`config.mk`:
```
export PLATFORM = sky130hd
export DESIGN_NAME = mem_line_arbiter_flat
export DESIGN_NICKNAME = d
export VERILOG_FILES = /design/src/rtl/mem_line_arbiter_if.sv /design/src/rtl/mem_line_arbiter.sv /design/src/flat_wrapper.sv
export SDC_FILE = /design/constraint.sdc
export NUM_CORES = 1
export LEC_CHECK = 0
export ABC_CLOCK_PERIOD_IN_PS = 1700
export CORE_AREA = 2 2 268 270
export DETAILED_ROUTE_END_ITERATION = 7
export DIE_AREA = 0 0 270 272
export HOLD_SLACK_MARGIN = 0.08
export PLACE_DENSITY = 0.36
export RECOVER_POWER = 25
export SYNTH_ARGS = -nofsm -noshare
export SYNTH_HDL_FRONTEND = slang
export SYNTH_SLANG_ARGS = --single-unit
```
`constraint.sdc`:
```
create_clock -name clk -period 1.7 [get_ports clk]
set_clock_uncertainty 0.05 [all_clocks]
set_input_delay 0.34 -clock clk [delete_from_list [all_inputs] [get_ports clk]]
set_output_delay 0.34 -clock clk [all_outputs]
set_load 0.02 [all_outputs]
```
`src/rtl/mem_line_arbiter_if.sv`:
```
// mem_line_arbiter_if: bundles the icache/dcache request and response channels, the shared
// main-memory beat port and the arbiter status flags.
//   slave  : the arbiter's view (takes cache requests, drives memory requests and responses)
//   master : the environment's view (caches + memory model)
// Channels: ic_req_* / ic_rsp_*  icache line reads
//           dc_req_* / dc_rsp_*  dcache line fills and write-backs (dc_wdata / dc_wbeat_ack)
//           mem_req_* / mem_rsp_* single 128-bit memory beat port
//           busy, err             arbiter status
interface mem_line_arbiter_if #(
    parameter int unsigned AW = 12,
    parameter int unsigned DW = 128
);
    logic          ic_req_valid;
    logic          ic_req_ready;
    logic [AW-1:0] ic_req_addr;
    logic          ic_rsp_valid;
    logic          ic_rsp_last;
    logic [DW-1:0] ic_rsp_data;

    logic          dc_req_valid;
    logic          dc_req_ready;
    logic          dc_req_we;
    logic [AW-1:0] dc_req_addr;
    logic [DW-1:0] dc_wdata;
    logic          dc_wbeat_ack;
    logic          dc_rsp_valid;
    logic          dc_rsp_last;
    logic [DW-1:0] dc_rsp_data;

    logic          mem_req_valid;
    logic          mem_req_ready;
    logic          mem_req_we;
    logic [AW-1:0] mem_req_addr;
    logic [DW-1:0] mem_req_wdata;
    logic          mem_rsp_valid;
    logic [DW-1:0] mem_rsp_data;

    logic          busy;
    logic          err;

    modport slave (
        input  ic_req_valid, ic_req_addr,
        input  dc_req_valid, dc_req_we, dc_req_addr, dc_wdata,
        input  mem_req_ready, mem_rsp_valid, mem_rsp_data,
        output ic_req_ready, ic_rsp_valid, ic_rsp_last, ic_rsp_data,
        output dc_req_ready, dc_wbeat_ack, dc_rsp_valid, dc_rsp_last, dc_rsp_data,
        output mem_req_valid, mem_req_we, mem_req_addr, mem_req_wdata,
        output busy, err
    );

    modport master (
        output ic_req_valid, ic_req_addr,
        output dc_req_valid, dc_req_we, dc_req_addr, dc_wdata,
        output mem_req_ready, mem_rsp_valid, mem_rsp_data,
        input  ic_req_ready, ic_rsp_valid, ic_rsp_last, ic_rsp_data,
        input  dc_req_ready, dc_wbeat_ack, dc_rsp_valid, dc_rsp_last, dc_rsp_data,
        input  mem_req_valid, mem_req_we, mem_req_addr, mem_req_wdata,
        input  busy, err
    );
endinterface

```
`src/rtl/mem_line_arbiter.sv`:
```
// mem_line_arbiter: shares the single main-memory beat port between icache line fills and
// dcache fills / write-backs. One cache line is moved as BEATS ascending beats; read beats are
// forwarded straight back to the line's owner.
// Ports:
//   clk  clock
//   rst  synchronous active-high reset; aborts any transfer in flight
//   bus  mem_line_arbiter_if.slave (cache request/response channels, memory port, busy/err)
// Parameters: AW beat-address width, DW data width, BEATS beats per line (power of 2, >=2),
//   DC_PRIO 1: dcache wins every tie, 0: round-robin on tie.
module mem_line_arbiter #(
    parameter int unsigned AW      = 12,
    parameter int unsigned DW      = 128,
    parameter int unsigned BEATS   = 4,
    parameter bit          DC_PRIO = 1'b0
) (
    input  logic              clk,
    input  logic              rst,
    mem_line_arbiter_if.slave bus
);
    localparam int unsigned LW = $clog2(BEATS);
    // Request counter needs one extra bit so it can sit at BEATS once every beat is issued.
    localparam int unsigned CW = LW + 1;
    localparam logic [CW-1:0] ReqCntEnd = CW'(BEATS);
    localparam logic [CW-1:0] ReqCntLast = CW'(BEATS - 1);
    localparam logic [LW-1:0] RspCntLast = LW'(BEATS - 1);

    typedef enum logic [1:0] {StIdle, StIcRd, StDcRd, StDcWr} state_e;

    state_e           r_state;
    state_e           w_state_next;
    logic [CW-1:0]    r_req_cnt;
    logic [LW-1:0]    r_rsp_cnt;
    logic             r_last_grant_dc;
    logic [AW-LW-1:0] r_base;
    logic             r_err;

    logic             w_grant_ic;
    logic             w_grant_dc;
    logic             w_rd;
    logic             w_req_pending;
    logic             w_req_fire;
    logic             w_rsp_last;
    logic             w_wr_done;
    logic [DW-1:0]    w_rsp_data;
    logic             w_unused;

    // Beat index bits of the request addresses are replaced by the beat counter.
    assign w_unused = ^{bus.ic_req_addr[LW-1:0], bus.dc_req_addr[LW-1:0]};

    // Arbitration: only evaluated in IDLE; on a tie the side that did not win last time goes,
    // unless DC_PRIO pins the tie to the dcache.
    always_comb begin
        w_grant_dc = 1'b0;
        w_grant_ic = 1'b0;
        if (r_state == StIdle && !rst) begin
            w_grant_dc = bus.dc_req_valid &&
                         (!bus.ic_req_valid || DC_PRIO || !r_last_grant_dc);
            w_grant_ic = bus.ic_req_valid && !w_grant_dc;
        end
    end

    assign w_rd          = (r_state == StIcRd) || (r_state == StDcRd);
    assign w_req_pending = r_req_cnt < ReqCntEnd;
    assign w_req_fire    = bus.mem_req_valid && bus.mem_req_ready;
    assign w_rsp_last    = w_rd && bus.mem_rsp_valid && (r_rsp_cnt == RspCntLast);
    assign w_wr_done     = (r_state == StDcWr) && bus.mem_req_ready && (r_req_cnt == ReqCntLast);
    assign w_rsp_data    = bus.mem_rsp_valid ? bus.mem_rsp_data : '0;

    // State register.
    always_ff @(posedge clk) begin
        if (rst) begin
            r_state <= StIdle;
        end else begin
            r_state <= w_state_next;
        end
    end

    // Next-state logic.
    always_comb begin
        w_state_next = r_state;
        unique case (r_state)
            StIdle: begin
                if (w_grant_dc) begin
                    w_state_next = bus.dc_req_we ? StDcWr : StDcRd;
                end else if (w_grant_ic) begin
                    w_state_next = StIcRd;
                end
            end
            StIcRd, StDcRd: begin
                if (w_rsp_last) begin
                    w_state_next = StIdle;
                end
            end
            StDcWr: begin
                if (w_wr_done) begin
                    w_state_next = StIdle;
                end
            end
            default: w_state_next = StIdle;
        endcase
    end

    // Beat counters, latched line base, grant history and sticky error.
    always_ff @(posedge clk) begin
        if (rst) begin
            r_req_cnt       <= '0;
            r_rsp_cnt       <= '0;
            r_last_grant_dc <= 1'b0;
            r_base          <= '0;
            r_err           <= 1'b0;
        end else begin
            if (w_rsp_last || w_wr_done) begin
                r_req_cnt <= '0;
                r_rsp_cnt <= '0;
            end else begin
                if (w_req_fire) begin
                    r_req_cnt <= r_req_cnt + 1'b1;
                end
                if (w_rd && bus.mem_rsp_valid) begin
                    r_rsp_cnt <= r_rsp_cnt + 1'b1;
                end
            end
            if (w_grant_dc) begin
                r_base          <= bus.dc_req_addr[AW-1:LW];
                r_last_grant_dc <= 1'b1;
            end else if (w_grant_ic) begin
                r_base          <= bus.ic_req_addr[AW-1:LW];
                r_last_grant_dc <= 1'b0;
            end
            // A response with no read transfer open can only be a protocol fault.
            if (bus.mem_rsp_valid && !w_rd) begin
                r_err <= 1'b1;
            end
        end
    end

    // Outputs.
    always_comb begin
        bus.ic_req_ready  = w_grant_ic;
        bus.dc_req_ready  = w_grant_dc;
        bus.ic_rsp_valid  = 1'b0;
        bus.ic_rsp_last   = 1'b0;
        bus.ic_rsp_data   = '0;
        bus.dc_rsp_valid  = 1'b0;
        bus.dc_rsp_last   = 1'b0;
        bus.dc_rsp_data   = '0;
        bus.dc_wbeat_ack  = 1'b0;
        bus.mem_req_valid = 1'b0;
        bus.mem_req_we    = 1'b0;
        bus.mem_req_addr  = '0;
        bus.mem_req_wdata = '0;
        bus.busy          = r_state != StIdle;
        bus.err           = r_err;
        unique case (r_state)
            StIcRd: begin
                bus.mem_req_valid = w_req_pending;
                bus.ic_rsp_valid  = bus.mem_rsp_valid;
                bus.ic_rsp_last   = w_rsp_last;
                bus.ic_rsp_data   = w_rsp_data;
            end
            StDcRd: begin
                bus.mem_req_valid = w_req_pending;
                bus.dc_rsp_valid  = bus.mem_rsp_valid;
                bus.dc_rsp_last   = w_rsp_last;
                bus.dc_rsp_data   = w_rsp_data;
            end
            StDcWr: begin
                // The counter never reaches BEATS here: the last accepted beat leaves the state.
                bus.mem_req_valid = 1'b1;
                bus.mem_req_we    = 1'b1;
                bus.mem_req_wdata = bus.dc_wdata;
                bus.dc_wbeat_ack  = bus.mem_req_ready;
            end
            default: ;
        endcase
        if (bus.mem_req_valid) begin
            bus.mem_req_addr = {r_base, r_req_cnt[LW-1:0]};
        end
    end
endmodule

```
`src/flat_wrapper.sv`:
```
// flat-port wrapper written by rule: the top's interface ports become plain ports
module mem_line_arbiter_flat 
#(
    parameter int unsigned AW      = 12,
    parameter int unsigned DW      = 128,
    parameter int unsigned BEATS   = 4,
    parameter bit          DC_PRIO = 1'b0
)
  (clk, rst, bus_ic_req_valid, bus_ic_req_addr, bus_dc_req_valid, bus_dc_req_we, bus_dc_req_addr, bus_dc_wdata, bus_mem_req_ready, bus_mem_rsp_valid, bus_mem_rsp_data, bus_ic_req_ready, bus_ic_rsp_valid, bus_ic_rsp_last, bus_ic_rsp_data, bus_dc_req_ready, bus_dc_wbeat_ack, bus_dc_rsp_valid, bus_dc_rsp_last, bus_dc_rsp_data, bus_mem_req_valid, bus_mem_req_we, bus_mem_req_addr, bus_mem_req_wdata, bus_busy, bus_err);
  mem_line_arbiter_if #(.AW(AW), .DW(DW)) bus_i ();
  input  logic clk;
  input  logic rst;
  input wire logic [$bits(bus_i.ic_req_valid)-1:0] bus_ic_req_valid;
  input wire logic [$bits(bus_i.ic_req_addr)-1:0] bus_ic_req_addr;
  input wire logic [$bits(bus_i.dc_req_valid)-1:0] bus_dc_req_valid;
  input wire logic [$bits(bus_i.dc_req_we)-1:0] bus_dc_req_we;
  input wire logic [$bits(bus_i.dc_req_addr)-1:0] bus_dc_req_addr;
  input wire logic [$bits(bus_i.dc_wdata)-1:0] bus_dc_wdata;
  input wire logic [$bits(bus_i.mem_req_ready)-1:0] bus_mem_req_ready;
  input wire logic [$bits(bus_i.mem_rsp_valid)-1:0] bus_mem_rsp_valid;
  input wire logic [$bits(bus_i.mem_rsp_data)-1:0] bus_mem_rsp_data;
  output wire logic [$bits(bus_i.ic_req_ready)-1:0] bus_ic_req_ready;
  output wire logic [$bits(bus_i.ic_rsp_valid)-1:0] bus_ic_rsp_valid;
  output wire logic [$bits(bus_i.ic_rsp_last)-1:0] bus_ic_rsp_last;
  output wire logic [$bits(bus_i.ic_rsp_data)-1:0] bus_ic_rsp_data;
  output wire logic [$bits(bus_i.dc_req_ready)-1:0] bus_dc_req_ready;
  output wire logic [$bits(bus_i.dc_wbeat_ack)-1:0] bus_dc_wbeat_ack;
  output wire logic [$bits(bus_i.dc_rsp_valid)-1:0] bus_dc_rsp_valid;
  output wire logic [$bits(bus_i.dc_rsp_last)-1:0] bus_dc_rsp_last;
  output wire logic [$bits(bus_i.dc_rsp_data)-1:0] bus_dc_rsp_data;
  output wire logic [$bits(bus_i.mem_req_valid)-1:0] bus_mem_req_valid;
  output wire logic [$bits(bus_i.mem_req_we)-1:0] bus_mem_req_we;
  output wire logic [$bits(bus_i.mem_req_addr)-1:0] bus_mem_req_addr;
  output wire logic [$bits(bus_i.mem_req_wdata)-1:0] bus_mem_req_wdata;
  output wire logic [$bits(bus_i.busy)-1:0] bus_busy;
  output wire logic [$bits(bus_i.err)-1:0] bus_err;
  assign bus_i.ic_req_valid = bus_ic_req_valid;
  assign bus_i.ic_req_addr = bus_ic_req_addr;
  assign bus_i.dc_req_valid = bus_dc_req_valid;
  assign bus_i.dc_req_we = bus_dc_req_we;
  assign bus_i.dc_req_addr = bus_dc_req_addr;
  assign bus_i.dc_wdata = bus_dc_wdata;
  assign bus_i.mem_req_ready = bus_mem_req_ready;
  assign bus_i.mem_rsp_valid = bus_mem_rsp_valid;
  assign bus_i.mem_rsp_data = bus_mem_rsp_data;
  assign bus_ic_req_ready = bus_i.ic_req_ready;
  assign bus_ic_rsp_valid = bus_i.ic_rsp_valid;
  assign bus_ic_rsp_last = bus_i.ic_rsp_last;
  assign bus_ic_rsp_data = bus_i.ic_rsp_data;
  assign bus_dc_req_ready = bus_i.dc_req_ready;
  assign bus_dc_wbeat_ack = bus_i.dc_wbeat_ack;
  assign bus_dc_rsp_valid = bus_i.dc_rsp_valid;
  assign bus_dc_rsp_last = bus_i.dc_rsp_last;
  assign bus_dc_rsp_data = bus_i.dc_rsp_data;
  assign bus_mem_req_valid = bus_i.mem_req_valid;
  assign bus_mem_req_we = bus_i.mem_req_we;
  assign bus_mem_req_addr = bus_i.mem_req_addr;
  assign bus_mem_req_wdata = bus_i.mem_req_wdata;
  assign bus_busy = bus_i.busy;
  assign bus_err = bus_i.err;
  mem_line_arbiter #(.AW(AW), .DW(DW), .BEATS(BEATS), .DC_PRIO(DC_PRIO)) u_core (.clk(clk), .rst(rst), .bus(bus_i));
endmodule
```
# == After elaboration in Yosys (flattened, before gate mapping) ==
# Index checks and enable logic that the tools add are counted.
# word_totals
reg_bits,19
in_bits,287
# op_classes
eq_ne,8
n_addsub,2
reduce_logical,23
order_cmp,1
n_mux,24
# op_table
operator,count
$mux W128,4
$mux W10,2
$mux W12,1
$mux W1,11
$logic_and A1 B1 Y1,9
$mux W2,4
$eq A2 B2 Y1 const B,3
$pmux W2 S3,1
$logic_not A1 Y1,5
$ne A2 B1 Y1 const B,2
$reduce_bool A2 Y1,2
$reduce_or A2 Y1,2
$add A3 B1 Y3 const B,1
$eq A3 B2 Y1 const B,1
$logic_or A1 B1 Y1,3
$lt A3 B3 Y1 const B,1
$ne A3 B3 Y1 const B,1
$reduce_and A3 Y1,1
$add A2 B1 Y2 const B,1
$eq A2 B1 Y1 const B,1
$logic_not A2 Y1,1
$pmux W1 S2,1

# == Depth between registers and ports, before layout ==
# Gate-level depths: netlist (run 1).
# depth
depth_word,9
depth_mapped,7
ltp_nobuf,6

# == Least setup slack after synthesis (run 1) ==
# No wires, ideal clock.
# synth_path
kind,register to output
from,register u_core.r_state[0]
to,output bus_mem_req_addr[10]
required_ps,1310
setup_slack_ps,-263
arrival_time_ps,1573
path_buffers,1
stages_incl_launch_ff,7
cell_sequence,dfxtp_1 > inv_1 > ha_1 > nand2b_1 > a21oi_1 > buf_2 > and2_1
# synth_via
elab_chain_len,4
# synth_rtl
element,line,text
start: declaration,mem_line_arbiter.sv:29,state_e r_state;
start signal: assignment,mem_line_arbiter.sv:72,r_state <= StIdle;
start signal: assignment,mem_line_arbiter.sv:74,r_state <= w_state_next;
$eq A2 B2 Y1 or $eq A2 B1 Y1 (tied branches),mem_line_arbiter.sv:154,unique case (r_state)
$reduce_or A2 Y1 (no source line),n/a,
$pmux W1 S2 (*),mem_line_arbiter.sv:154,
named net bus_mem_req_valid,flat_wrapper.sv:31,output wire logic [$bits(bus_i.mem_req_valid)-1:0] bus_mem_req_valid;
$mux W12 (*),mem_line_arbiter.sv:176,if (bus.mem_req_valid) begin
end: declaration,flat_wrapper.sv:33,output wire logic [$bits(bus_i.mem_req_addr)-1:0] bus_mem_req_addr;
# Mark *: on every way through the listed nets, which the timed path passes. The rest lies on a longest branch.

# == Worst setup path in the final report (run 1) ==
# layout_path
from,register u_core.r_state[0]
to,output bus_dc_rsp_data[65]
# layout_via
elab_chain_len,2
# layout_rtl
element,line,text
$eq A2 B2 Y1,mem_line_arbiter.sv:154,
$mux W128,mem_line_arbiter.sv:154,
end: declaration,flat_wrapper.sv:30,output wire logic [$bits(bus_i.dc_rsp_data)-1:0] bus_dc_rsp_data;
# No other way between the ends.

==> flow_metrics.tcl, run 1 <==
set metrics [dict create \
    dr.pass1.iters 4 \
    overflow 0 \
    hold_viol 0 \
    yosysTopAreaCell "and3_1" \
    nets 1583 \
    seq_area_frac_synth_pct 9.896 \
    syn_avg_cell_area_um2 6.604 \
    wirelength_um 38000 \
    cp.arrival_ns 1.73 \
    min_path_cells 2 \
    yosysTopAreaCellShare_pct 41.83 \
    htreeDepth 1 \
    layout_worst_path_cycle_share_pct 124.5 \
    mostFrequentLayoutCells "282 x clkdlybuf4s50_1, 249 x and3_1, 144 x clkdlybuf4s15_2, 124 x and2_1, 97 x buf_4" \
    via_per_inst 3.155 \
    setup_viol 418 \
    worstHoldPathType "reg -> reg" \
    synthCells 582 \
    finalCriticalPeriod_ns 2.116 \
    initial_core_util_pct 5.433 \
    syn_to_final_growth_pct 226.7 \
    maxCapViolations 0 \
    finalMaxSlewViolations 0 \
    yosys-top-cells-area "and3_1 42%, and2_1 24%, dfxtp_1 9.9%" \
    clkLatencyLatePin_ns 0.25 \
    place_inst 2227 \
    rows 98 \
    drc 0 \
    cp.required_ns 1.31 \
    p_leak_uw 0.006236 \
    dp_hpwl_um 32520 \
    antenna_found_initial 14 \
    grt_start_max_net_pins 83 \
    worst_slack_ns -0.4157 \
    cts_tree "done" \
    fin_tns_setup_ns -126.18 \
    cp-end-kind "primary output" \
    outcome "finished with violations" \
    worstMarginPinSlew_ns 0.6091 \
    wire_per_inst_um 16.94 \
    track_usage_pct 9.361 \
    crit_start "u_core.r_state[0]" \
    max_slew_margin_pct 59.39 \
    cts_buffer_depth 2 \
    gp_congestion 0.8904 \
    ys_types 32 \
    clock-root-buffer "clkbuf_16" \
    path_clk_slew_ns 0.06 \
    drive_gt1_share_pct 36.52 \
    die_w_um 270 \
    crit_type "reg -> out" \
    rsz0062_at_grt "yes" \
    worstRegToRegCells 7 \
    ir_drop_mv 0.3837 \
    hold_start "u_core.bus.err" \
    drtIter0Drc 219 \
    layout_commonest_cell "clkdlybuf4s50_1" \
    die_area_um2 73440 \
    fmax_mhz 472.7 \
    syn_nets 877 \
    grt_pass1_wl_um 51860 \
    cp-start-kind "flip-flop" \
    postRouteAntennaNets 0 \
    final_cells 2243 \
    r2r_start "u_core.r_state[0]" \
    failed_checks "setup timing" \
    postCtsHoldBufs 0 \
    yosys_warnings 0 \
    portBuffers 689 \
    cts.sinks 19 \
    syn_area_um2 3844 \
    die_h_um 272 \
    crit_path_max_fanout 29 \
    cts_made_buffers 3 \
    grt_pass1_vias 7300 \
    ys_seq_elements 19 \
    power_density_nw_per_um2 736.0 \
    num_vias 7077 \
    ios 694 \
    core_region_area_um2 70750 \
]
-- cells by family after synthesis --
kind of cell	after synthesis	synth area share, %
buffers and inverters	83	8.724
AOI/OAI and AO/OA	26	6.153
xor gates and xnor gates	2	0.4558
muxes	10	2.604
DFF	19	9.896
and+or+nand+nor	434	69.56
adders and majority gates	8	2.604
-- timing repair --
| action | 4_1_cts | 5_1_grt |
|---|---|---|
| endpoints found under the setup margin | 417 | 423 |
| setup buffers | 1 | 1 |
| pin swaps | 1 | 1 |
| resized for setup | 888 | 308 |
| cloned | 1 | 3 |
-- cell type report --
type	instances	area [µm²]
Antenna cell	6	15.01
Clock buffer	3	75.07
Clock inverter	1	5.005
Fill cell	8047	58190
Inverter	7	26.28
Multi-Input combinational cell	480	3274
Sequential cell	19	382.9
Tap cell	950	1189
Timing Repair Buffer	777	7591
-- cells in the mapped netlist, drive strengths merged --
library cell and number:
a32oi 1, a22oi 1, a22o 1, and3 257, or4 1, xor2 2
ha 8, and2 145, mux2i 10, nor2 16, nand2b 2, a211oi 11
nor2b 1, buf 8, clkbuf 68, inv 7, o32ai 1, nand2 10
a21bo 1, a311oi 1, a211o 1, dfxtp 19, o31ai 1, nand3 1
a21oi 7, or3b 1
-- flip-flops by register name, summed over array words and instances, names as in the netlist --
name and cells:
u_core.r_base 10, u_core.r_req_cnt 3, u_core.r_rsp_cnt 2, u_core.r_state 2, u_core.bus.err 1, u_core.r_last_grant_dc 1
-- per-layer routing --
metal | GRT usage, % | up-vias | wire length, µm
met5 | 0 | - | 73
met4 | 1.667 | 12 | 622
met3 | 4.108 | 36 | 4137
met2 | 18.03 | 352 | 20000
met1 | 9.290 | 3247 | 13160
li1 | - | 3430 | -
-- where the power goes --
group / switching [µW] / total (µW) / leakage [µW] / internal [µW]
combinational: 4110 / 8090 / 0.00604 / 3980
clock: 189 / 505 / 0.0000409 / 316
sequential: 82.6 / 650 / 0.000157 / 568
-- metrics by stage --
| step | util, % | setup WS [ns] | power, µW | hold slack [ns] | instance area [µm²] |
|---|---|---|---|---|---|
| floorplan | - | 0.00006217 | 4026 | 0.3897 | 3914 |
| CTS | 17.97 | -0.4600 | 8921 | 0.4492 | 12710 |
| detailed placement | 17.76 | -0.6658 | 8559 | 0.4386 | 12560 |
| global route | 17.74 | -0.5078 | 9849 | 0.4705 | 12550 |
| global placement | 17.76 | -0.6313 | 8594 | 0.3965 | 12560 |
| finish | 17.75 | -0.4157 | 9243 | 0.4519 | 12560 |
-- worst paths after layout --
check | end | slack [ns]
max | bus_dc_rsp_data[65] | -0.42
min | u_core.bus.err | 0.45
max reg2reg | u_core.r_rsp_cnt[1] | -0.04
min reg2reg | u_core.bus.err | 0.45
-- critical path, cell delays in order (launching register included) --
cell and delay [ns]:
dfxtp_2 0.33, inv_2 0.11, ha_4 0.15, buf_12 0.21, buf_4 0.19, and3_1 0.19
clkdlybuf4s15_2 0.27
(Power assumes the default switching activity.)
==> inputs of run 2 (changes only) <==
--- a/config.mk
+++ b/config.mk
@@ -7,6 +7,7 @@
 export LEC_CHECK = 0
 export ABC_CLOCK_PERIOD_IN_PS = 1700
 export CORE_AREA = 2 2 268 270
+export CTS_CLUSTER_DIAMETER = 100
 export DETAILED_ROUTE_END_ITERATION = 7
 export DIE_AREA = 0 0 270 272
 export HOLD_SLACK_MARGIN = 0.08
==> results of run 2 <==
The final DEF is identical to that of run 1; final timing and power are the same.
==> inputs of run 3 (changes only) <==
--- a/config.mk
+++ b/config.mk
@@ -5,13 +5,13 @@
 export SDC_FILE = /design/constraint.sdc
 export NUM_CORES = 1
 export LEC_CHECK = 0
-export ABC_CLOCK_PERIOD_IN_PS = 1700
-export CORE_AREA = 2 2 268 270
+export ABC_CLOCK_PERIOD_IN_PS = 2000
+export CORE_AREA = 2 2 271 273
 export CTS_CLUSTER_DIAMETER = 100
 export DETAILED_ROUTE_END_ITERATION = 7
-export DIE_AREA = 0 0 270 272
+export DIE_AREA = 0 0 273 275
 export HOLD_SLACK_MARGIN = 0.08
-export PLACE_DENSITY = 0.36
+export PLACE_DENSITY = 0.35
 export RECOVER_POWER = 25
 export SYNTH_ARGS = -nofsm -noshare
 export SYNTH_HDL_FRONTEND = slang
==> constraint.sdc (replaced) <==
create_clock -name clk -period 2 [get_ports clk]
set_clock_uncertainty 0.05 [all_clocks]
set_input_delay 0.4 -clock clk [delete_from_list [all_inputs] [get_ports clk]]
set_output_delay 0.4 -clock clk [all_outputs]
set_load 0.02 [all_outputs]
==> flow_metrics.tcl, run 3 (synthesis gave the netlist of run 1 again) <==
set metrics [dict create \
    crit_path_max_fanout 6 \
    crit_start "u_core.r_state[1]" \
    drtIter0Drc 236 \
    setup_viol 344 \
    nets 1597 \
    clkLatencyLatePin_ns 0.25 \
    antenna_found_initial 13 \
    layout_commonest_cell "clkdlybuf4s50_1" \
    cp-end-kind "primary output" \
    max_slew_margin_pct 59.81 \
    rsz0062_at_grt "yes" \
    finalCriticalPeriod_ns 2.202 \
    track_usage_pct 10.63 \
    die_h_um 275 \
    grt_pass1_vias 7547 \
    reg_top3 "u_core.r_base x10, u_core.r_req_cnt x3" \
    rows 99 \
    hold_viol 0 \
    core_region_area_um2 72340 \
    die_w_um 273 \
    layout_worst_path_cycle_share_pct 110.1 \
    path_clk_slew_ns 0.06 \
    power_uw 9561 \
    grt_start_max_net_pins 62 \
    dr.pass1.iters 4 \
    largest_register_ffs 10 \
    max_flop_register "u_core.r_base" \
    grt_pass1_wl_um 57510 \
    fin_area_um2 13320 \
    drive_gt1_share_pct 48.42 \
    syn_to_final_growth_pct 246.6 \
    maxCapViolations 0 \
    die_area_um2 75080 \
    initial_core_util_pct 5.313 \
    timing.rr.end "u_core.r_state[0]" \
    cts_made_buffers 3 \
    ios 694 \
    ir_drop_mv 0.5901 \
    cp.arrival_ns 1.75 \
    power_density_nw_per_um2 717.6 \
    finalMaxSlewViolations 0 \
    num_vias 7484 \
    cp-start-kind "flip-flop" \
    wire_per_inst_um 20.82 \
    mostFrequentLayoutCells "279 x clkdlybuf4s50_1, 190 x and3_1, 141 x buf_6, 122 x buf_4, 101 x and2_1" \
    htreeDepth 1 \
    worstMarginPinSlew_ns 0.6029 \
    p_leak_uw 0.006566 \
    worst_slack_ns -0.2015 \
    cts_buffer_depth 2 \
    cts_tree "done" \
    fmax_mhz 454.2 \
    wirelength_um 47160 \
    post_dp_cell_area_um2 12490 \
    r2r_slack_ns 0.20 \
    overflow 0 \
    via_per_inst 3.304 \
    cp.required_ns 1.55 \
    postRouteAntennaNets 0 \
    cts.sinks 19 \
    portBuffers 689 \
    clock-root-buffer "clkbuf_16" \
    worstHoldPathType "reg -> reg" \
    failed_checks "setup timing" \
    dp_hpwl_um 36360 \
    drc 0 \
    r2r_start "u_core.r_state[1]" \
    worstRegToRegCells 7 \
    critical_path.endpoint "bus_ic_rsp_data[58]" \
    gp_congestion 0.8408 \
    crit_type "reg -> out" \
    outcome "finished with violations" \
]
-- run 3: critical path: stages (launching register included) --
cell and delay [ns]:
dfxtp_4 0.36, inv_4 0.05, buf_6 0.11, ha_4 0.21, buf_6 0.15, buf_6 0.13, clkbuf_16 0.16, and3_1 0.20
buf_6 0.13
-- run 3: what timing repair did --
| item | in CTS | in global routing |
|---|---|---|
| hold buffers | 0 | 0 |
| gates cloned | 8 | 16 |
| setup endpoints to repair | 400 | 404 |
| pin swaps | 3 | 16 |
| resized for setup | 1081 | 673 |
| buffers inserted | 16 | 9 |
-- run 3: cell type report --
type	instances	area, µm²
multi-input combinational	480	3643
clock inverter	1	5.005
fill	8125	59020
inverter	7	33.78
timing repair buffer	791	7968
clock buffer	3	75.07
antenna	5	12.51
tap	959	1200
sequential	19	385.4
-- run 3: how the worst min path moves through the flow --
stage                              from             endpoint  cells after the start
CTS                 u_core.r_rsp_cnt[1]  u_core.r_rsp_cnt[1]                      2
global route        u_core.r_rsp_cnt[1]  u_core.r_rsp_cnt[1]                      2
finish              u_core.r_rsp_cnt[1]  u_core.r_rsp_cnt[1]                      2
detailed placement  u_core.r_rsp_cnt[1]  u_core.r_rsp_cnt[1]                      2
global placement    u_core.r_rsp_cnt[1]  u_core.r_rsp_cnt[1]                      2
floorplan           u_core.r_req_cnt[2]  u_core.r_req_cnt[2]                      2
-- run 3: per-stage QoR --
stage | util, % | setup TNS (ns) | instances | setup WS [ns] | hold WS (ns)
CTS | 17.05 | -68.59 | 2242 | -0.2464 | 0.4163
detailed placement | 17.27 | -79.99 | 2214 | -0.4587 | 0.4072
global route | 18.40 | -60.76 | 2261 | -0.2670 | 0.4538
global placement | 17.27 | -81.76 | 2214 | -0.4806 | 0.3982
floorplan | - | 0 | 582 | 0.02035 | 0.3897
finish | 18.42 | -34.22 | 2265 | -0.2015 | 0.4118
-- run 3: layer usage --
layer | GRT usage (%) | part of all wire (%) | vias up
met2 | 21.32 | 54 | 452
met3 | 3.718 | 9.3 | 47
li1 | - | - | 3464
met4 | 2.085 | 2.5 | 6
met1 | 10.40 | 34 | 3515
met5 | 0 | 0.087 | -
-- run 3: report_power, final --
| part | switching, µW | internal, µW | total, µW |
|---|---|---|---|
| Combinational | 4240 | 4330 | 8570 |
| Sequential | 79.1 | 486 | 565 |
| Clock | 156 | 268 | 425 |
